--- config.mk ---
export PLATFORM = sky130hd
export DESIGN_NAME = hazard_scoreboard_flat
export DESIGN_NICKNAME = d
export VERILOG_FILES = /design/src/rtl/hazard_scoreboard_if.sv /design/src/rtl/hazard_scoreboard.sv /design/src/flat_wrapper.sv
export SDC_FILE = /design/constraint.sdc
export NUM_CORES = 1
export LEC_CHECK = 0
export BUFFER_PORTS_ARGS = -buffer_cell sky130_fd_sc_hd__buf_2
export CELL_PAD_IN_SITES_DETAIL_PLACEMENT = 1
export CELL_PAD_IN_SITES_GLOBAL_PLACEMENT = 1
export CORE_MARGIN = 2
export CORE_UTILIZATION = 41
export CTS_CLUSTER_DIAMETER = 200
export DETAILED_ROUTE_END_ITERATION = 16
export PLACE_DENSITY_LB_ADDON = 0.1
export SETUP_SLACK_MARGIN = 0.3
export SLEW_MARGIN = 20
export SYNTH_ARGS = -nofsm -noshare
export SYNTH_HDL_FRONTEND = slang
export SYNTH_SLANG_ARGS = --single-unit
--- constraint.sdc ---
create_clock -name clk -period 2.2 [get_ports clk]
set_input_delay 0.22 -clock clk [delete_from_list [all_inputs] [get_ports clk]]
set_output_delay 0.22 -clock clk [all_outputs]
set_load 0.05 [all_outputs]
--- src/rtl/hazard_scoreboard_if.sv ---
// Decode/Execute hazard bundle: instruction tags and branch/cond inputs toward the scoreboard, forward selects and stall/flush back.
// Purely structural; no timing or backpressure of its own.
interface hazard_scoreboard_if #(
  parameter int REG_AW  = 4,
  parameter int NUM_SRC = 2,
  parameter int NUM_FWD = 2
);
  localparam int FS_W = $clog2(NUM_FWD + 1);

  logic                      valid_d;
  logic [NUM_SRC*REG_AW-1:0] src_d;
  logic [REG_AW-1:0]         dst_d;
  logic                      we_d;
  logic                      load_d;
  logic                      cond_fail_e;
  logic                      branch_taken_e;
  logic [NUM_SRC*FS_W-1:0]   fwd_sel_e;
  logic                      stall_f;
  logic                      stall_d;
  logic                      flush_d;
  logic                      flush_e;

  modport master (
    output valid_d, src_d, dst_d, we_d, load_d, cond_fail_e, branch_taken_e,
    input  fwd_sel_e, stall_f, stall_d, flush_d, flush_e
  );

  modport slave (
    input  valid_d, src_d, dst_d, we_d, load_d, cond_fail_e, branch_taken_e,
    output fwd_sel_e, stall_f, stall_d, flush_d, flush_e
  );
endinterface

--- src/rtl/hazard_scoreboard.sv ---
// Tracks in-flight destination tags from Execute onward; drives forward selects and stall/flush (HAZ_PERF_CNT_EN adds stall/flush counters).
// Outputs are combinational from tracked state and Decode inputs; Execute and later stages never stall, so there is no backpressure.
module hazard_scoreboard #(
  parameter int REG_AW  = 4,
  parameter int NUM_SRC = 2,
  parameter int NUM_FWD = 2,
  parameter int FWD_LD  = 2
) (
  input logic                clk,
  input logic                reset,
  hazard_scoreboard_if.slave hz
`ifdef HAZ_PERF_CNT_EN
  ,
  output logic [31:0]        stall_cnt,
  output logic [31:0]        flush_cnt
`endif
);

  localparam int                FS_W    = $clog2(NUM_FWD + 1);
  localparam logic [REG_AW-1:0] PC_ADDR = '1;

  logic [NUM_FWD:0]  valid_q;
  logic [NUM_FWD:0]  we_q;
  logic [NUM_FWD:0]  load_q;
  logic [REG_AW-1:0] dst_q   [NUM_FWD+1];
  logic [REG_AW-1:0] src_e_q [NUM_SRC];

  logic lu;
  logic stall_int;
  logic flush_e_int;

  // Control bits of the tracking pipe; index 0 is Execute.
  always_ff @(posedge clk) begin
    if (reset) begin
      valid_q <= '0;
      we_q    <= '0;
      load_q  <= '0;
    end else begin
      valid_q[0] <= hz.valid_d & ~flush_e_int;
      we_q[0]    <= hz.valid_d & hz.we_d & ~flush_e_int;
      load_q[0]  <= hz.valid_d & hz.load_d & ~flush_e_int;
      for (int k = 1; k <= NUM_FWD; k++) begin
        valid_q[k] <= valid_q[k-1];
        load_q[k]  <= load_q[k-1];
        we_q[k]    <= (k == 1) ? (we_q[0] & ~hz.cond_fail_e) : we_q[k-1];
      end
    end
  end

  // Tags are only meaningful alongside valid/we, so they carry no reset.
  always_ff @(posedge clk) begin
    dst_q[0] <= hz.dst_d;
    for (int k = 1; k <= NUM_FWD; k++) begin
      dst_q[k] <= dst_q[k-1];
    end
    for (int i = 0; i < NUM_SRC; i++) begin
      src_e_q[i] <= hz.src_d[i*REG_AW +: REG_AW];
    end
  end

  // Load-use: a load younger than FWD_LD cannot supply Decode in time.
  always_comb begin
    lu = 1'b0;
    for (int k = 0; k < FWD_LD - 1; k++) begin
      for (int i = 0; i < NUM_SRC; i++) begin
        if (valid_q[k] && load_q[k] && we_q[k] &&
            hz.src_d[i*REG_AW +: REG_AW] != PC_ADDR &&
            hz.src_d[i*REG_AW +: REG_AW] == dst_q[k]) begin
          lu = 1'b1;
        end
      end
    end
    lu = lu & hz.valid_d;
  end

  always_comb begin
    stall_int   = lu & ~hz.branch_taken_e;
    flush_e_int = lu | hz.branch_taken_e;
    hz.stall_f  = 1'b0;
    hz.stall_d  = 1'b0;
    hz.flush_d  = 1'b0;
    hz.flush_e  = 1'b0;
    if (!reset) begin
      hz.stall_f = stall_int;
      hz.stall_d = stall_int;
      hz.flush_d = hz.branch_taken_e;
      hz.flush_e = flush_e_int;
    end
  end

  // Scan oldest to youngest so the youngest eligible writer wins.
  always_comb begin : fwd_search
    logic [FS_W-1:0] sel;
    hz.fwd_sel_e = '0;
    for (int i = 0; i < NUM_SRC; i++) begin
      sel = '0;
      for (int k = NUM_FWD; k >= 1; k--) begin
        if (valid_q[k] && we_q[k] && dst_q[k] == src_e_q[i] &&
            !(load_q[k] && k < FWD_LD)) begin
          sel = FS_W'(k);
        end
      end
      if (reset || src_e_q[i] == PC_ADDR) begin
        sel = '0;
      end
      hz.fwd_sel_e[i*FS_W +: FS_W] = sel;
    end
  end

`ifdef HAZ_PERF_CNT_EN
  logic [31:0] stall_cnt_q;
  logic [31:0] flush_cnt_q;

  always_ff @(posedge clk) begin
    if (reset) begin
      stall_cnt_q <= '0;
      flush_cnt_q <= '0;
    end else begin
      if (stall_int && stall_cnt_q != 32'hFFFF_FFFF) begin
        stall_cnt_q <= stall_cnt_q + 32'd1;
      end
      if (hz.branch_taken_e && flush_cnt_q != 32'hFFFF_FFFF) begin
        flush_cnt_q <= flush_cnt_q + 32'd1;
      end
    end
  end

  assign stall_cnt = reset ? 32'd0 : stall_cnt_q;
  assign flush_cnt = reset ? 32'd0 : flush_cnt_q;
`endif

endmodule

--- src/flat_wrapper.sv ---
// flat-port wrapper written by rule: the top's interface ports become plain ports
module hazard_scoreboard_flat 
#(
  parameter int REG_AW  = 4,
  parameter int NUM_SRC = 2,
  parameter int NUM_FWD = 2,
  parameter int FWD_LD  = 2
)
  (clk, reset, hz_valid_d, hz_src_d, hz_dst_d, hz_we_d, hz_load_d, hz_cond_fail_e, hz_branch_taken_e, hz_fwd_sel_e, hz_stall_f, hz_stall_d, hz_flush_d, hz_flush_e);
  hazard_scoreboard_if #(.REG_AW(REG_AW), .NUM_SRC(NUM_SRC), .NUM_FWD(NUM_FWD)) hz_i ();
  input logic clk;
  input logic reset;
  input wire logic [$bits(hz_i.valid_d)-1:0] hz_valid_d;
  input wire logic [$bits(hz_i.src_d)-1:0] hz_src_d;
  input wire logic [$bits(hz_i.dst_d)-1:0] hz_dst_d;
  input wire logic [$bits(hz_i.we_d)-1:0] hz_we_d;
  input wire logic [$bits(hz_i.load_d)-1:0] hz_load_d;
  input wire logic [$bits(hz_i.cond_fail_e)-1:0] hz_cond_fail_e;
  input wire logic [$bits(hz_i.branch_taken_e)-1:0] hz_branch_taken_e;
  output wire logic [$bits(hz_i.fwd_sel_e)-1:0] hz_fwd_sel_e;
  output wire logic [$bits(hz_i.stall_f)-1:0] hz_stall_f;
  output wire logic [$bits(hz_i.stall_d)-1:0] hz_stall_d;
  output wire logic [$bits(hz_i.flush_d)-1:0] hz_flush_d;
  output wire logic [$bits(hz_i.flush_e)-1:0] hz_flush_e;
  assign hz_i.valid_d = hz_valid_d;
  assign hz_i.src_d = hz_src_d;
  assign hz_i.dst_d = hz_dst_d;
  assign hz_i.we_d = hz_we_d;
  assign hz_i.load_d = hz_load_d;
  assign hz_i.cond_fail_e = hz_cond_fail_e;
  assign hz_i.branch_taken_e = hz_branch_taken_e;
  assign hz_fwd_sel_e = hz_i.fwd_sel_e;
  assign hz_stall_f = hz_i.stall_f;
  assign hz_stall_d = hz_i.stall_d;
  assign hz_flush_d = hz_i.flush_d;
  assign hz_flush_e = hz_i.flush_e;
  hazard_scoreboard #(.REG_AW(REG_AW), .NUM_SRC(NUM_SRC), .NUM_FWD(NUM_FWD), .FWD_LD(FWD_LD)) u_core (.clk(clk), .reset(reset), .hz(hz_i));
endmodule
==> results.sh <==
export IMPL_drt_iter0_drc=2
export IMPL_status="completed"
export IMPL_drtAntennaViolNets=0
export IMPL_yosysWarningCount=0
export IMPL_antenna_found_initial=0
export IMPL_drt_met1_wl_microns=921
export IMPL_dieArea_sq_um=2900
export IMPL_post_route_util_pct=54.5
export IMPL_drive_gt1_share_pct=36.6
export IMPL_wl_met3_microns=96
export IMPL_synthArstFlopShare_pct=0
export IMPL_rsz0062_at_grt="true"
export IMPL_clockBufferDepth=2
export IMPL_synthTopCellsByCount="dfxtp_1 (28), xor2_1 (21), nor2_1 (5), nor2b_1 (5), nor3_1 (5)"
export IMPL_top_layer="met4"
export IMPL_first_pass_iters=3
export IMPL_die_h_microns=53.8
export IMPL_h_tree_depth=1
export IMPL_gp_congestion=0.817
export IMPL_final_max_slew_viol_count=0
export IMPL_syn_inst=91
export IMPL_ys_seq_area_share_pct=55.0
export IMPL_fillCellCount=270
export IMPL_tns_ns=0
export IMPL_cts_tree="yes"
export IMPL_path_clk_slew_ns=0.12
export IMPL_required_ns=1.98
export IMPL_hold_path_class="in -> reg"
export IMPL_critPathMaxFanout=4
export IMPL_yosysMostFrequentCell="dfxtp_1"
export IMPL_clock_fmax_ghz=0.525
export IMPL_synth_ff_type="dfxtp_1"
export IMPL_wl_met2_microns=1210
export IMPL_synth_area_sq_um=1020
export IMPL_syn_nets=110
export IMPL_grt_max_degree=15
export IMPL_slew_headroom_pct=79.9
export IMPL_fin_crit_sh_pct=86.6
export IMPL_drc_errors=0
export IMPL_clk_latency_ns=0.32
export IMPL_grt_pass1_vias=803
export IMPL_leakagePower_nw=0.574
export IMPL_avgSynthCellArea_sq_um=11.2
export IMPL_maxCapViolations=0
export IMPL_synth_area_leaders="dfxtp_1 (55%), xor2_1 (18%), nor2b_1 (3.1%), nor3_1 (2.5%), nor4_2 (2.5%)"
export IMPL_cp_start_kind="flip-flop"
export IMPL_ys_seq_elements=28
export IMPL_end_kind="output port"
export IMPL_synth_edf_count=0
export IMPL_port_buffers=26
export IMPL_fp_dieW_microns=53.8
export IMPL_place_hpwl_microns=1710
export IMPL_finalCriticalPeriod_ns=1.91
export IMPL_hold_viol_final=0
export IMPL_wirelength_microns=2270
export IMPL_tightestPinTransition_ns=0.302
export IMPL_synth_top_area_share_pct=55.0
export IMPL_grt_usage_pct=18.2
export IMPL_grt_pass1_wl_microns=3610
export IMPL_area_growth_pct=28.9
export IMPL_synth_distinct_cells=22
export IMPL_initial_core_util_pct=42.3
export IMPL_yosys_area_top_type="dfxtp_1"
export IMPL_clkSinkCount=28
export IMPL_root_buffer="clkbuf_4"
export IMPL_vdd_drop_max_mv=0.590
export IMPL_grt_ovfl_total=0
export IMPL_clock_skew_ns=0.00738
export IMPL_worstSetupPathType="reg -> out"
export IMPL_via_per_inst=4.97
export IMPL_wl_per_cell_microns=14.8
export IMPL_ios=27
export IMPL_p_per_area_nw_per_um2=643
export IMPL_cp_data_arrival_time_ns=1.69
export IMPL_vias=760
export IMPL_layout_nets=144
export IMPL_coreArea_sq_um=2410
export IMPL_diodes=0
export IMPL_cts_buffers=3
export IMPL_finalSetupViolCount=0
export IMPL_rows=18
## cells by family after synthesis
logic type,share of synthesized area [%]
AO/OA/AOI/OAI,5.28
buffers and inverters,1.11
AND/OR/NAND/NOR,18.8
XOR/XNOR,19.8
flip-flops,55.0
## layout make-up
cell class	count	area (sq um)	area share (%)
Sequential cell	28	569	43.4
Timing Repair Buffer	31	205	15.6
Tap cell	30	37.5	2.86
Multi-Input combinational cell	61	478	36.4
Clock buffer	3	22.5	1.72
## registers in the layout, indices dropped and copies added (netlist names)
name	count
u_core.src_e_q	8
u_core.load_q	2
u_core.valid_q	3
u_core.dst_q	12
u_core.we_q	3
## worst max-delay path: stages, from the launching register on
cell and delay, ns:
dfxtp_4 0.38, xor2_1 0.15, nor4_2 0.32, a22oi_2 0.15
nor3_4 0.18, buf_6 0.19
## placed cells by master (no fill, tap or decap), drive strengths merged
cell / n
dfxtp: 28
buf: 27
xor2: 21
nor2: 5
nor3: 5
nor2b: 5
nand2: 4
dlygate4sd3: 4
and3: 4
nor4: 3
clkbuf: 3
a41o: 2
xnor2: 2
nand4: 2
and4: 2
or2: 1
o21ai: 1
a41oi: 1
a22oi: 1
o21bai: 1
nor3b: 1
## routing by layer
layer	track usage, %	up-vias
met2	33.3	25
met1	19.5	358
met5	0	-
met3	4.17	4
li1	-	373
met4	8.55	0
## final timing paths
check / start / end / slack, ns / depth (start not counted)
worst min-delay path: hz_src_d[6] / u_core.src_e_q[0][6] / 0.04 / 1
worst max register to register: u_core.dst_q[0][1] / u_core.load_q[0] / 0.78 / 5
worst max-delay path: u_core.dst_q[0][1] / hz_stall_f / 0.29 / 5
worst min register to register: u_core.dst_q[0][3] / u_core.dst_q[0][7] / 0.38 / 0
## report_power, final
group | internal [mW] | switching, mW | total, mW
Clock | 0.0641 | 0.132 | 0.196
Sequential | 0.530 | 0.0232 | 0.553
Combinational | 0.0467 | 0.0481 | 0.0948
## timing repair
action / CTS / global route
hold buffers: 4 / 0
hold endpoints to repair: 4 / 0
pin swaps: 3 / 2
setup buffers: 1 / 0
resized for setup: 9 / 10
endpoints found under the setup margin: 3 / 5
gates cloned: 0 / 0
## metrics by stage
step           worst slack [ns]  instances  power, mW  hold slack (ns)  cell area (sq um)
3_3_place_gp              0.551        145      0.643            0.323               1190
6_report                  0.294        153      0.844           0.0361               1310
5_1_grt                   0.196        153      0.882           0.0203               1310
2_1_floorplan             0.308         91      0.611            0.248               1040
4_1_cts                   0.265        153      0.852           0.0142               1290
3_5_place_dp              0.516        145      0.649            0.325               1190
Note: power is estimated with default switching activity, not from simulation.
